$ cat src/rtl/conv_apb_pkg.sv
// Shared types and register map for the convolution peripheral APB initiator.
package conv_apb_pkg;

  typedef enum logic [1:0] {
    ST_IDLE   = 2'd0,
    ST_SETUP  = 2'd1,
    ST_ACCESS = 2'd2,
    ST_GAP    = 2'd3
  } apb_state_e;

  // Command as seen by software at the default 32-bit widths.
  typedef struct packed {
    logic [31:0] addr;
    logic [31:0] wdata;
    logic        write;
    logic        poll;
    logic [31:0] mask;
  } conv_cmd_t;

  localparam logic [31:0] CTRL_ADDR   = 32'h1A10_3500;
  localparam logic [31:0] STATUS_ADDR = 32'h1A10_3504;
  localparam logic [31:0] DATA_ADDR   = 32'h1A10_3508;
  localparam logic [31:0] FILT0_ADDR  = 32'h1A10_3900;
  localparam logic [31:0] FILT1_ADDR  = 32'h1A10_3904;
  localparam logic [31:0] FILT2_ADDR  = 32'h1A10_3908;

  localparam int ROW_DONE  = 1;
  localparam int CHAN_DONE = 2;

  function automatic logic [31:0] status_mask(input int bit_idx);
    return 32'd1 << bit_idx;
  endfunction

endpackage

$ cat src/rtl/apb_cmd_fifo.sv
// Synchronous command FIFO; head entry is visible combinationally on rdata_o.
module apb_cmd_fifo #(
  parameter int WIDTH = 8,
  parameter int DEPTH = 4
) (
  input  logic             clk_i,
  input  logic             rst_i,
  input  logic             push_i,
  input  logic             pop_i,
  input  logic [WIDTH-1:0] wdata_i,
  output logic [WIDTH-1:0] rdata_o,
  output logic             full_o,
  output logic             empty_o
);

  localparam int PTR_W = $clog2(DEPTH);
  localparam logic [PTR_W:0] FULL_CNT = (PTR_W+1)'(DEPTH);

  logic [WIDTH-1:0] mem_q [DEPTH];
  logic [PTR_W-1:0] wr_ptr_q, wr_ptr_d, rd_ptr_q, rd_ptr_d;
  logic [PTR_W:0]   count_q, count_d;
  logic             do_push, do_pop;

  assign full_o  = (count_q == FULL_CNT);
  assign empty_o = (count_q == '0);
  assign do_push = push_i && !full_o;
  assign do_pop  = pop_i && !empty_o;
  assign rdata_o = mem_q[rd_ptr_q];

  always_comb begin
    wr_ptr_d = wr_ptr_q;
    rd_ptr_d = rd_ptr_q;
    count_d  = count_q;
    if (do_push) wr_ptr_d = wr_ptr_q + 1'b1;
    if (do_pop)  rd_ptr_d = rd_ptr_q + 1'b1;
    case ({do_push, do_pop})
      2'b10:   count_d = count_q + 1'b1;
      2'b01:   count_d = count_q - 1'b1;
      default: count_d = count_q;
    endcase
  end

  always_ff @(posedge clk_i) begin
    if (rst_i) begin
      wr_ptr_q <= '0;
      rd_ptr_q <= '0;
      count_q  <= '0;
    end else begin
      wr_ptr_q <= wr_ptr_d;
      rd_ptr_q <= rd_ptr_d;
      count_q  <= count_d;
    end
  end

  always_ff @(posedge clk_i) begin
    if (do_push) mem_q[wr_ptr_q] <= wdata_i;
  end

endmodule

$ cat src/rtl/apb_conv_master.sv
// APB initiator: queued writes, reads and masked status polls toward the convolution slave.
// Handshake: a command transfers on a cycle where cmd_valid && cmd_ready; rsp_valid is a pulse with no backpressure.
module apb_conv_master
  import conv_apb_pkg::*;
#(
  parameter int ADDR_W     = 32,
  parameter int DATA_W     = 32,
  parameter int FIFO_DEPTH = 4,
  parameter int POLL_LIMIT = 1024
) (
  input  logic              HCLK,
  input  logic              HRESET,
  input  logic              cmd_valid,
  output logic              cmd_ready,
  input  logic [ADDR_W-1:0] cmd_addr,
  input  logic [DATA_W-1:0] cmd_wdata,
  input  logic              cmd_write,
  input  logic              cmd_poll,
  input  logic [DATA_W-1:0] cmd_mask,
  output logic              rsp_valid,
  output logic [DATA_W-1:0] rsp_rdata,
  output logic              rsp_err,
  output logic              rsp_timeout,
  output logic              busy,
  output logic [ADDR_W-1:0] PADDR,
  output logic [DATA_W-1:0] PWDATA,
  output logic              PWRITE,
  output logic              PSEL,
  output logic              PENABLE,
  input  logic [DATA_W-1:0] PRDATA,
  input  logic              PREADY,
  input  logic              PSLVERR,
  output logic [1:0]        dbg_state_o
);

  localparam int CMD_W = ADDR_W + 2*DATA_W + 2;
  localparam int CNT_W = $clog2(POLL_LIMIT+1);
  localparam logic [CNT_W-1:0] LAST_TRY = CNT_W'(POLL_LIMIT-1);

  apb_state_e        state_q, state_d;
  logic [ADDR_W-1:0] addr_q, addr_d;
  logic [DATA_W-1:0] wdata_q, wdata_d, mask_q, mask_d;
  logic              write_q, write_d, poll_q, poll_d;
  logic [CNT_W-1:0]  cnt_q, cnt_d;
  logic              rsp_valid_q, rsp_valid_d, rsp_err_q, rsp_err_d;
  logic              rsp_timeout_q, rsp_timeout_d;
  logic [DATA_W-1:0] rsp_rdata_q, rsp_rdata_d;

  logic             fifo_full, fifo_empty, fifo_push, fifo_pop;
  logic [CMD_W-1:0] cmd_in, fifo_head, next_cmd;
  logic             cmd_accept, next_avail, load;
  logic             match, last_try, finish;

  assign cmd_ready  = !fifo_full && !HRESET;
  assign cmd_accept = cmd_valid && cmd_ready;
  assign cmd_in     = {cmd_addr, cmd_wdata, cmd_write, cmd_poll, cmd_mask};

  // An empty FIFO is bypassed so a command offered while idle reaches SETUP on the next edge.
  assign next_cmd   = fifo_empty ? cmd_in : fifo_head;
  assign next_avail = !fifo_empty || cmd_accept;
  assign fifo_pop   = load && !fifo_empty;
  assign fifo_push  = cmd_accept && !(load && fifo_empty);

  assign match    = ((PRDATA & mask_q) == mask_q);
  assign last_try = (cnt_q == LAST_TRY);
  assign finish   = write_q || !poll_q || PSLVERR || match || last_try;

  apb_cmd_fifo #(
    .WIDTH (CMD_W),
    .DEPTH (FIFO_DEPTH)
  ) u_fifo (
    .clk_i   (HCLK),
    .rst_i   (HRESET),
    .push_i  (fifo_push),
    .pop_i   (fifo_pop),
    .wdata_i (cmd_in),
    .rdata_o (fifo_head),
    .full_o  (fifo_full),
    .empty_o (fifo_empty)
  );

  always_comb begin
    state_d       = state_q;
    addr_d        = addr_q;
    wdata_d       = wdata_q;
    write_d       = write_q;
    poll_d        = poll_q;
    mask_d        = mask_q;
    cnt_d         = cnt_q;
    rsp_valid_d   = 1'b0;
    rsp_rdata_d   = '0;
    rsp_err_d     = 1'b0;
    rsp_timeout_d = 1'b0;
    load          = 1'b0;
    case (state_q)
      ST_IDLE: begin
        if (next_avail) begin
          load    = 1'b1;
          state_d = ST_SETUP;
        end
      end
      ST_SETUP: state_d = ST_ACCESS;
      ST_ACCESS: begin
        if (PREADY) begin
          cnt_d = cnt_q + CNT_W'(1);
          if (finish) begin
            rsp_valid_d   = 1'b1;
            rsp_rdata_d   = write_q ? '0 : PRDATA;
            rsp_err_d     = PSLVERR;
            rsp_timeout_d = !(write_q || !poll_q || PSLVERR || match);
            if (next_avail) begin
              load    = 1'b1;
              state_d = ST_SETUP;
            end else begin
              state_d = ST_IDLE;
            end
          end else begin
            state_d = ST_GAP;
          end
        end
      end
      ST_GAP:  state_d = ST_SETUP;
      default: state_d = ST_IDLE;
    endcase
    if (load) begin
      {addr_d, wdata_d, write_d, poll_d, mask_d} = next_cmd;
      cnt_d = '0;
    end
  end

  always_ff @(posedge HCLK) begin
    if (HRESET) begin
      state_q       <= ST_IDLE;
      addr_q        <= '0;
      wdata_q       <= '0;
      write_q       <= 1'b0;
      poll_q        <= 1'b0;
      mask_q        <= '0;
      cnt_q         <= '0;
      rsp_valid_q   <= 1'b0;
      rsp_rdata_q   <= '0;
      rsp_err_q     <= 1'b0;
      rsp_timeout_q <= 1'b0;
    end else begin
      state_q       <= state_d;
      addr_q        <= addr_d;
      wdata_q       <= wdata_d;
      write_q       <= write_d;
      poll_q        <= poll_d;
      mask_q        <= mask_d;
      cnt_q         <= cnt_d;
      rsp_valid_q   <= rsp_valid_d;
      rsp_rdata_q   <= rsp_rdata_d;
      rsp_err_q     <= rsp_err_d;
      rsp_timeout_q <= rsp_timeout_d;
    end
  end

  assign PADDR       = addr_q;
  assign PWDATA      = wdata_q;
  assign PWRITE      = write_q;
  assign PSEL        = (state_q == ST_SETUP) || (state_q == ST_ACCESS);
  assign PENABLE     = (state_q == ST_ACCESS);
  assign busy        = !fifo_empty || (state_q != ST_IDLE);
  assign rsp_valid   = rsp_valid_q;
  assign rsp_rdata   = rsp_rdata_q;
  assign rsp_err     = rsp_err_q;
  assign rsp_timeout = rsp_timeout_q;
  assign dbg_state_o = state_q;

endmodule
$ cat config.mk
export PLATFORM = sky130hd
export DESIGN_NAME = apb_conv_master
export DESIGN_NICKNAME = d
export VERILOG_FILES = /design/src/rtl/conv_apb_pkg.sv /design/src/rtl/apb_cmd_fifo.sv /design/src/rtl/apb_conv_master.sv
export SDC_FILE = /design/constraint.sdc
export NUM_CORES = 1
export LEC_CHECK = 0
export CAP_MARGIN = 20
export CORE_AREA = 2 2 209 211
export DETAILED_ROUTE_END_ITERATION = 12
export DIE_AREA = 0 0 211 213
export PLACE_DENSITY = 0.74
export SLEW_MARGIN = 25
export SYNTH_ARGS = -nofsm -noshare
export SYNTH_HDL_FRONTEND = slang
export SYNTH_HIERARCHICAL = 1
export SYNTH_SLANG_ARGS = --single-unit
$ cat constraint.sdc
create_clock -name HCLK -period 5.75 [get_ports HCLK]
set_input_delay 1.4375 -clock HCLK [delete_from_list [all_inputs] [get_ports HCLK]]
set_output_delay 1.4375 -clock HCLK [all_outputs]
set_load 0.1 [all_outputs]
==> results by group, run 1 <==
Setup path
  – Top delay family on crit path: simple AND/OR/NAND/NOR gates
  – Bufs and invs on worst path: 3
  – CP max FO: 58
  – CP endpoint kind: flop
  – Cell with the largest stage delay on the worst path: nor3b_1
  – Startpoint types: input pin
  – Crit-path max cell delay: 0.47 ns
  – Most used cell, CP: a21oi_1
  – Crit-path cells: clkdlybuf4s50_1, nor3b_1, o31ai_2, a21oi_1, o21ai_0, a21oi_1, inv_1, nor2_1, and2_4, buf_12
  – WP data arrival: 4.60 ns
  – Worst Path Required: 5.99 ns
  – Setup CP Type: input pin to flop

CTS
  – Hold_buf cts: 0
  – Number of buffers created by CTS: 53
  – Number of setup buffers added after CTS: 0
  – Clock Path Buffers: 3
  – CTS tree: built
  – Root Buffer: clkbuf_16
  – Max H-tree Level: 2
  – Clock Latency Late Sink: 0.59 ns
  – Post-cts sizing count: 0
  – CTS clk-pin slew, worst paths: 0.06 ns
  – Sink Count: 547

Synth
  – Simple-Gate Fraction of Synth Area: 6.40%
  – Synth Area per Inst: 17.2 sq um
  – Post-Syn Area: 21,100 sq um
  – Largest family of logic cells by synthesized area: multiplexers
  – Syn nets: 1,368
  – Yosys cell types: 45
  – Post-synthesis mux area share: 10.7%
  – Synth area leader: edfxtp_1
  – Yosys reg bits: 547
  – Yosys warns: 6
  – Main flop type after synthesis: edfxtp_1
  – Top cell type's share of synthesized area: 55.9%
  – Top-count cell post-synth: edfxtp_1
  – Synth top area cells: edfxtp_1 56%, dfxtp_1 15%, mux4_2 10%
  – Async SR Flop Fraction: 0%
  – XOR/XNOR Fraction of Synth Area: 0.457%
  – Post-Synthesis Cells: 1,223
  – Register area share after synthesis: 70.6%
  – Post-synthesis compound-gate area fraction: 8.61%
  – Post-synth EDFFs: 392
  – Adder-cell share of the synthesized area: 0.629%
  – Most frequent cells after synthesis: 392 x edfxtp_1, 155 x dfxtp_1, 106 x a21oi_1, 98 x mux4_2, 96 x and3_1

STA
  – Count of final setup violators: 0
  – Final Hold Fails: 0
  – Max-slew violations: 0
  – Worst Max-Slew Pin Slew: 1.04 ns
  – Fin worst setup slack: 1.39 ns
  – Hold_ws: 0.464 ns
  – Fin crit share: 75.7%
  – Fin Setup TNS: 0 ns
  – Final min period: 4.36 ns
  – FMAX: 230 MHz
  – RSZ-0062 raised after global routing: no
  – Clock Skew: 0.0168 ns
  – Slew headroom: 30.3%

GRT
  – Number of global-route vias before repair: 12,200
  – GR Util All Layers: 21.6%
  – Initial antenna violation count: 6
  – Gr ovfl total: 0
  – Largest net degree at the start of global routing: 64
  – Global-route wire length before repair: 73,600 um

Route
  – Initial DRC count: 904
  – DR WL/cell: 23.5 um
  – First-pass detailed-route iteration total: 5
  – Total Wirelength: 48,200 um
  – Final ANT Viol Nets: 0
  – Vias: 11,800
  – DRC: 0
  – Vias per std cell: 5.76

Floorplanning
  – Core area: 42,700 sq um
  – Die width: 211 um
  – Die H: 213 um
  – Top Ports: 241
  – Die area: 44,900 sq um
  – FP Rows: 76
  – Starting Density: 49.4%

Cells and area
  – Layout cells sized above 1: 17.6%
  – Final core utilization: 60.4%
  – Non-Filler Instances: 2,057
  – Layout area overhead: 22.5%
  – Nets: 1,609

Placed design
  – DP HPWL: 28,300 um
  – GP Congestion: 0.773
  – Number of port buffers: 240
  – Setup WS pre-CTS: 0.844 ns
  – Total placed cells including tap cells: 1,954

Pwr
  – LEAKAGE: 8.59 nW
  – Pwr Density: 425 nW/um^2
  – Max IR drop VDD: 0.328 mV

Hold path
  – Hold Path Class: flop to flop

Flow run
  – Number of max-cap violations: 0

Run status
  – Status: finished clean
==> registers in the layout, indices dropped and copies added (netlist names), named ones only <==
register and count:
PADDR 32, PWDATA 32, PWRITE 1, cnt_q 11
dbg_state_o 2, mask_q 32, poll_q 1, rsp_err 1
rsp_rdata 32, rsp_timeout 1, rsp_valid 1, u_fifo/count_q 3
u_fifo/mem_q 392, u_fifo/rd_ptr_q 2, u_fifo/wr_ptr_q 2
==> cells by family after synthesis <==
kind of cell               count (synthesis)
DFF                                      547
xor gates and xnor gates                  11
adders and majority gates                 10
buffers and inverters                    103
and+or+nand+nor                          222
AOI/OAI and AO/OA                        227
muxes                                    103
==> path summary, 6_finish.rpt <==
kind / cells after the start / end / startpoint / slack [ns]
setup reg to reg: 8 / mask_q[2] / u_fifo/count_q[1] / 2.25
setup / recovery: 10 / u_fifo/mem_q[2][73] / PSLVERR / 1.39
hold / removal: 1 / PWDATA[25] / PWDATA[25] / 0.46
hold reg to reg: 1 / PWDATA[25] / PWDATA[25] / 0.46
==> placed cells by master (no fill, tap or decap), types with 3 or more instances in the layout <==
cell type        netlist  routed
a21oi_1              106     106
and2_1                48      43
and2_4                 0       4
and3_1                96      96
buf_12                 0       5
buf_4                  1      21
bufinv_16              0       3
clkbuf_1              43      14
clkbuf_16              0      56
clkbuf_8               0       8
clkdlybuf4s50_1        0     239
clkinv_1               0       4
clkinv_2               0      12
dfxtp_1              155     153
edfxtp_1             392     392
ha_1                   9       9
inv_1                 20      20
mux2i_1                4       4
mux4_2                98      98
nand2_1               13      13
nand2b_1              26      26
nand3_1                6       6
nor2_1                14      14
nor3_1                 5       4
nor3b_1                3       3
o2111ai_1              8       8
o21ai_0                7       7
o2bb2ai_1             56      56
o2bb2ai_2             40      40
or3_1                  3       3
xnor2_1                6       6
xor2_1                 5       5
==> per-layer routing <==
layer | share of wire [%] | global-route usage (%)
met5 | 0.095 | 0
met4 | 1.8 | 5.97
met3 | 7.1 | 4.74
met2 | 48 | 35.7
met1 | 43 | 29.2
==> worst reg2reg max path, cell delays in order, from the launching register on <==
cell and delay (ns):
dfxtp_1 0.36, nor3_2 0.25, buf_4 0.54, buf_4 0.67, clkinv_2 0.18, buf_4 0.36, buf_4 0.44, a21oi_1 0.46
o2bb2ai_2 0.12
==> where the power goes <==
part / leakage (nW) / internal, mW / switching (mW)
registers: 4.80 / 4.57 / 0.193
logic: 2.93 / 0.771 / 1.97
clock network: 0.865 / 2.02 / 1.45
total: 8.59 / 7.36 / 3.61
==> area by class of cell <==
cell class	instances	area (sq um)
clock inverters	22	193
inverters	21	80.1
fillers	3148	16900
multi-input cells	573	5680
repair buffers	268	2720
diodes	2	5.00
flip-flops and latches	547	14900
clock buffers	78	1560
well taps	546	683
==> through the flow <==
stage / total power [mW] / cell area (sq um)
5_1_grt: 11.3 / 25800
6_report: 11.0 / 25800
2_1_floorplan: 6.78 / 21100
4_1_cts: 11.0 / 25800
3_3_place_gp: 7.54 / 24000
3_5_place_dp: 7.58 / 24000
Note: power is estimated with default switching activity, not from simulation.
==> run 2, diff against run 1 <==
Clock period 5.75 ns to 3.6 ns, I/O delays scaled along.
==> run 2 against run 1 <==
Against the previous run: die area is the same; clock skew grew 0.0057 ns; global-route usage grew 0.28 points; flip-flop and latch count is the same; first-iteration DRC count shrank 5.1%; critical path type unchanged; largest cell class unchanged; largest power group unchanged.
==> results by group, run 2 (same netlist as run 1, synthesis figures left out) <==
Run status
  – Status: finished clean

Setup path
  – Worst Path Required: 4.13 ns (-1.86 ns)
  – Cell with the largest stage delay on the worst path: clkdlybuf4s50_1
  – CP endpoint kind: flop
  – Most used cell, CP: inv_1
  – Setup CP Type: input pin to flop
  – Crit-path cells: clkdlybuf4s50_1, nand2b_1, o2111ai_2, nor4_2, buf_4, a21oi_2, o21ai_1, and2_4, o31ai_1, inv_1, ha_2, inv_1, fa_2, xor2_1, or3_1, a21oi_1
  – WP data arrival: 3.97 ns (-0.63 ns)
  – Startpoint types: input pin
  – CP max FO: 2 (-97%)
  – Crit-path max cell delay: 0.46 ns (about the same)

Route
  – Final ANT Viol Nets: 0 (unchanged)
  – Vias per std cell: 5.72 (-0.63%)
  – DRC: 0 (unchanged)
  – Initial DRC count: 858 (-5.1%)
  – Vias: 12,000 (+0.92%)
  – Total Wirelength: 48,800 um (+1.3%)
  – DR WL/cell: 23.4 um (-0.29%)
  – First-pass detailed-route iteration total: 5 (unchanged)

Pwr
  – Max IR drop VDD: 0.579 mV (+76%)
  – Pwr Density: 677 nW/um^2 (+59%)
  – LEAKAGE: 8.97 nW (+4.3%)

GRT
  – Global-route wire length before repair: 74,200 um (+0.89%)
  – Initial antenna violation count: 5 (-1)
  – GR Util All Layers: 21.9% (+0.28 points)
  – Largest net degree at the start of global routing: 82 (+28%)
  – Number of global-route vias before repair: 12,500 (+2.0%)
  – Gr ovfl total: 0 (unchanged)

CTS
  – CTS tree: built
  – CTS clk-pin slew, worst paths: 0.06 ns (about the same)
  – Max H-tree Level: 2 (unchanged)
  – Root Buffer: clkbuf_16
  – Number of setup buffers added after CTS: 0 (unchanged)
  – Number of buffers created by CTS: 53 (unchanged)
  – Clock Latency Late Sink: 0.61 ns (+0.02 ns)
  – Sink Count: 547 (unchanged)
  – Clock Path Buffers: 3 (unchanged)

Cells and area
  – Nets: 1,640 (+1.9%)
  – Final design area excluding fillers: 26,300 sq um (+2.1%)
  – Max FFs per register: 392 (unchanged)
  – Layout cells sized above 1: 23.2% (+5.6 points)
  – Most frequent cells in the layout: 392 x edfxtp_1, 195 x clkdlybuf4s50_1, 151 x dfxtp_1
  – Layout area overhead: 25.0%
  – Final core utilization: 61.7% (+1.2 points)
  – Fillers: 3,019 (-4.1%)
  – Commonest non-fill, non-tap cell in the layout: edfxtp_1
  – Most flops, register: u_fifo/mem_q

Placed design
  – Setup WS pre-CTS: -0.776 ns (-1.62 ns)
  – Number of port buffers: 240 (unchanged)
  – DP HPWL: 30,300 um (+7.2%)
  – GP Congestion: 0.765 (-1.0%)
  – Placed Area: 24,400 sq um (+1.7%)

Floorplanning
  – FP Rows: 76 (unchanged)
  – Die H: 213 um (unchanged)
  – Die area: 44,900 sq um (unchanged)
  – Die width: 211 um (unchanged)
  – Top Ports: 241 (unchanged)
  – Starting Density: 49.4% (unchanged)
  – Core area: 42,700 sq um (unchanged)

STA
  – Fin worst setup slack: 0.156 ns (-1.24 ns)
  – Final min period: 3.44 ns
  – Max-slew violations: 0 (unchanged)
  – Hold_ws: 0.465 ns (+0.000874 ns)
  – RSZ-0062 raised after global routing: no
  – Slew headroom: 33.4% (+3.0 points)
  – Worst Max-Slew Pin Slew: 0.996 ns (-0.0454 ns)
  – Clock Skew: 0.0225 ns (+0.00572 ns)
  – Final Hold Fails: 0 (unchanged)
  – Count of final setup violators: 0 (unchanged)
  – Fin crit share: 95.7%
  – FMAX: 290 MHz

Flow run
  – Number of max-cap violations: 0 (unchanged)

Hold path
  – Hold Path Class: flop to flop
run 2: critical path: cells and delay by family:
kind | cells | cell delay (ns)
adder cells (fa/ha/maj) | 2 | 0.55
buffers and inverters | 4 | 0.77
AO/OA/AOI/OAI | 5 | 0.67
XOR/XNOR | 1 | 0.16
AND/OR/NAND/NOR | 4 | 0.92
run 2: layout make-up:
type	instances	area, sq um	area share, %
tap	546	683	2.59
timing repair buffer	299	3090	11.7
multi-input combinational	573	5740	21.8
clock inverter	26	241	0.917
inverter	21	80.1	0.304
antenna	3	7.51	0.0285
sequential	547	14900	56.5
clock buffer	74	1610	6.13
run 2: what timing repair did:
item,4_1_cts,5_1_grt
endpoints found under the setup margin,1,1
resized for setup,2,9
pin swaps,1,4
hold buffers,0,0
run 2: report_power, final:
group	leakage (nW)	switching [mW]	total (mW)	internal, mW
Combinational	3.26	3.20	4.50	1.30
Sequential	4.80	0.299	7.59	7.29
Clock	0.911	2.36	5.73	3.37
run 2: path summary, 6_finish.rpt:
| check | from | cells after the start | to | slack, ns |
|---|---|---|---|---|
| setup / recovery | PRDATA[23] | 16 | u_fifo/count_q[2] | 0.16 |
| hold / removal | PADDR[27] | 1 | PADDR[27] | 0.47 |
| setup reg to reg | cnt_q[3] | 14 | u_fifo/count_q[2] | 0.53 |
| hold reg to reg | PADDR[27] | 1 | PADDR[27] | 0.47 |
run 2: stage by stage:
| step | instances | total power [mW] | setup TNS [ns] |
|---|---|---|---|
| detailed placement | 1986 | 12.2 | -70.57 |
| finish | 2089 | 17.8 | 0 |
| CTS | 2086 | 17.9 | 0 |
| floorplan | 1223 | 10.8 | 0 |
| global route | 2086 | 18.4 | 0 |
| global placement | 1986 | 12.1 | -84.85 |
run 2: layer usage:
metal  part of all wire [%]  vias up  GRT usage (%)
met5                  0.084        -              0
met4                    2.0        6           6.53
met3                    7.9       71           5.72
met2                     48      430           35.4
met1                     42     6047           29.4
li1                       -     5404              -
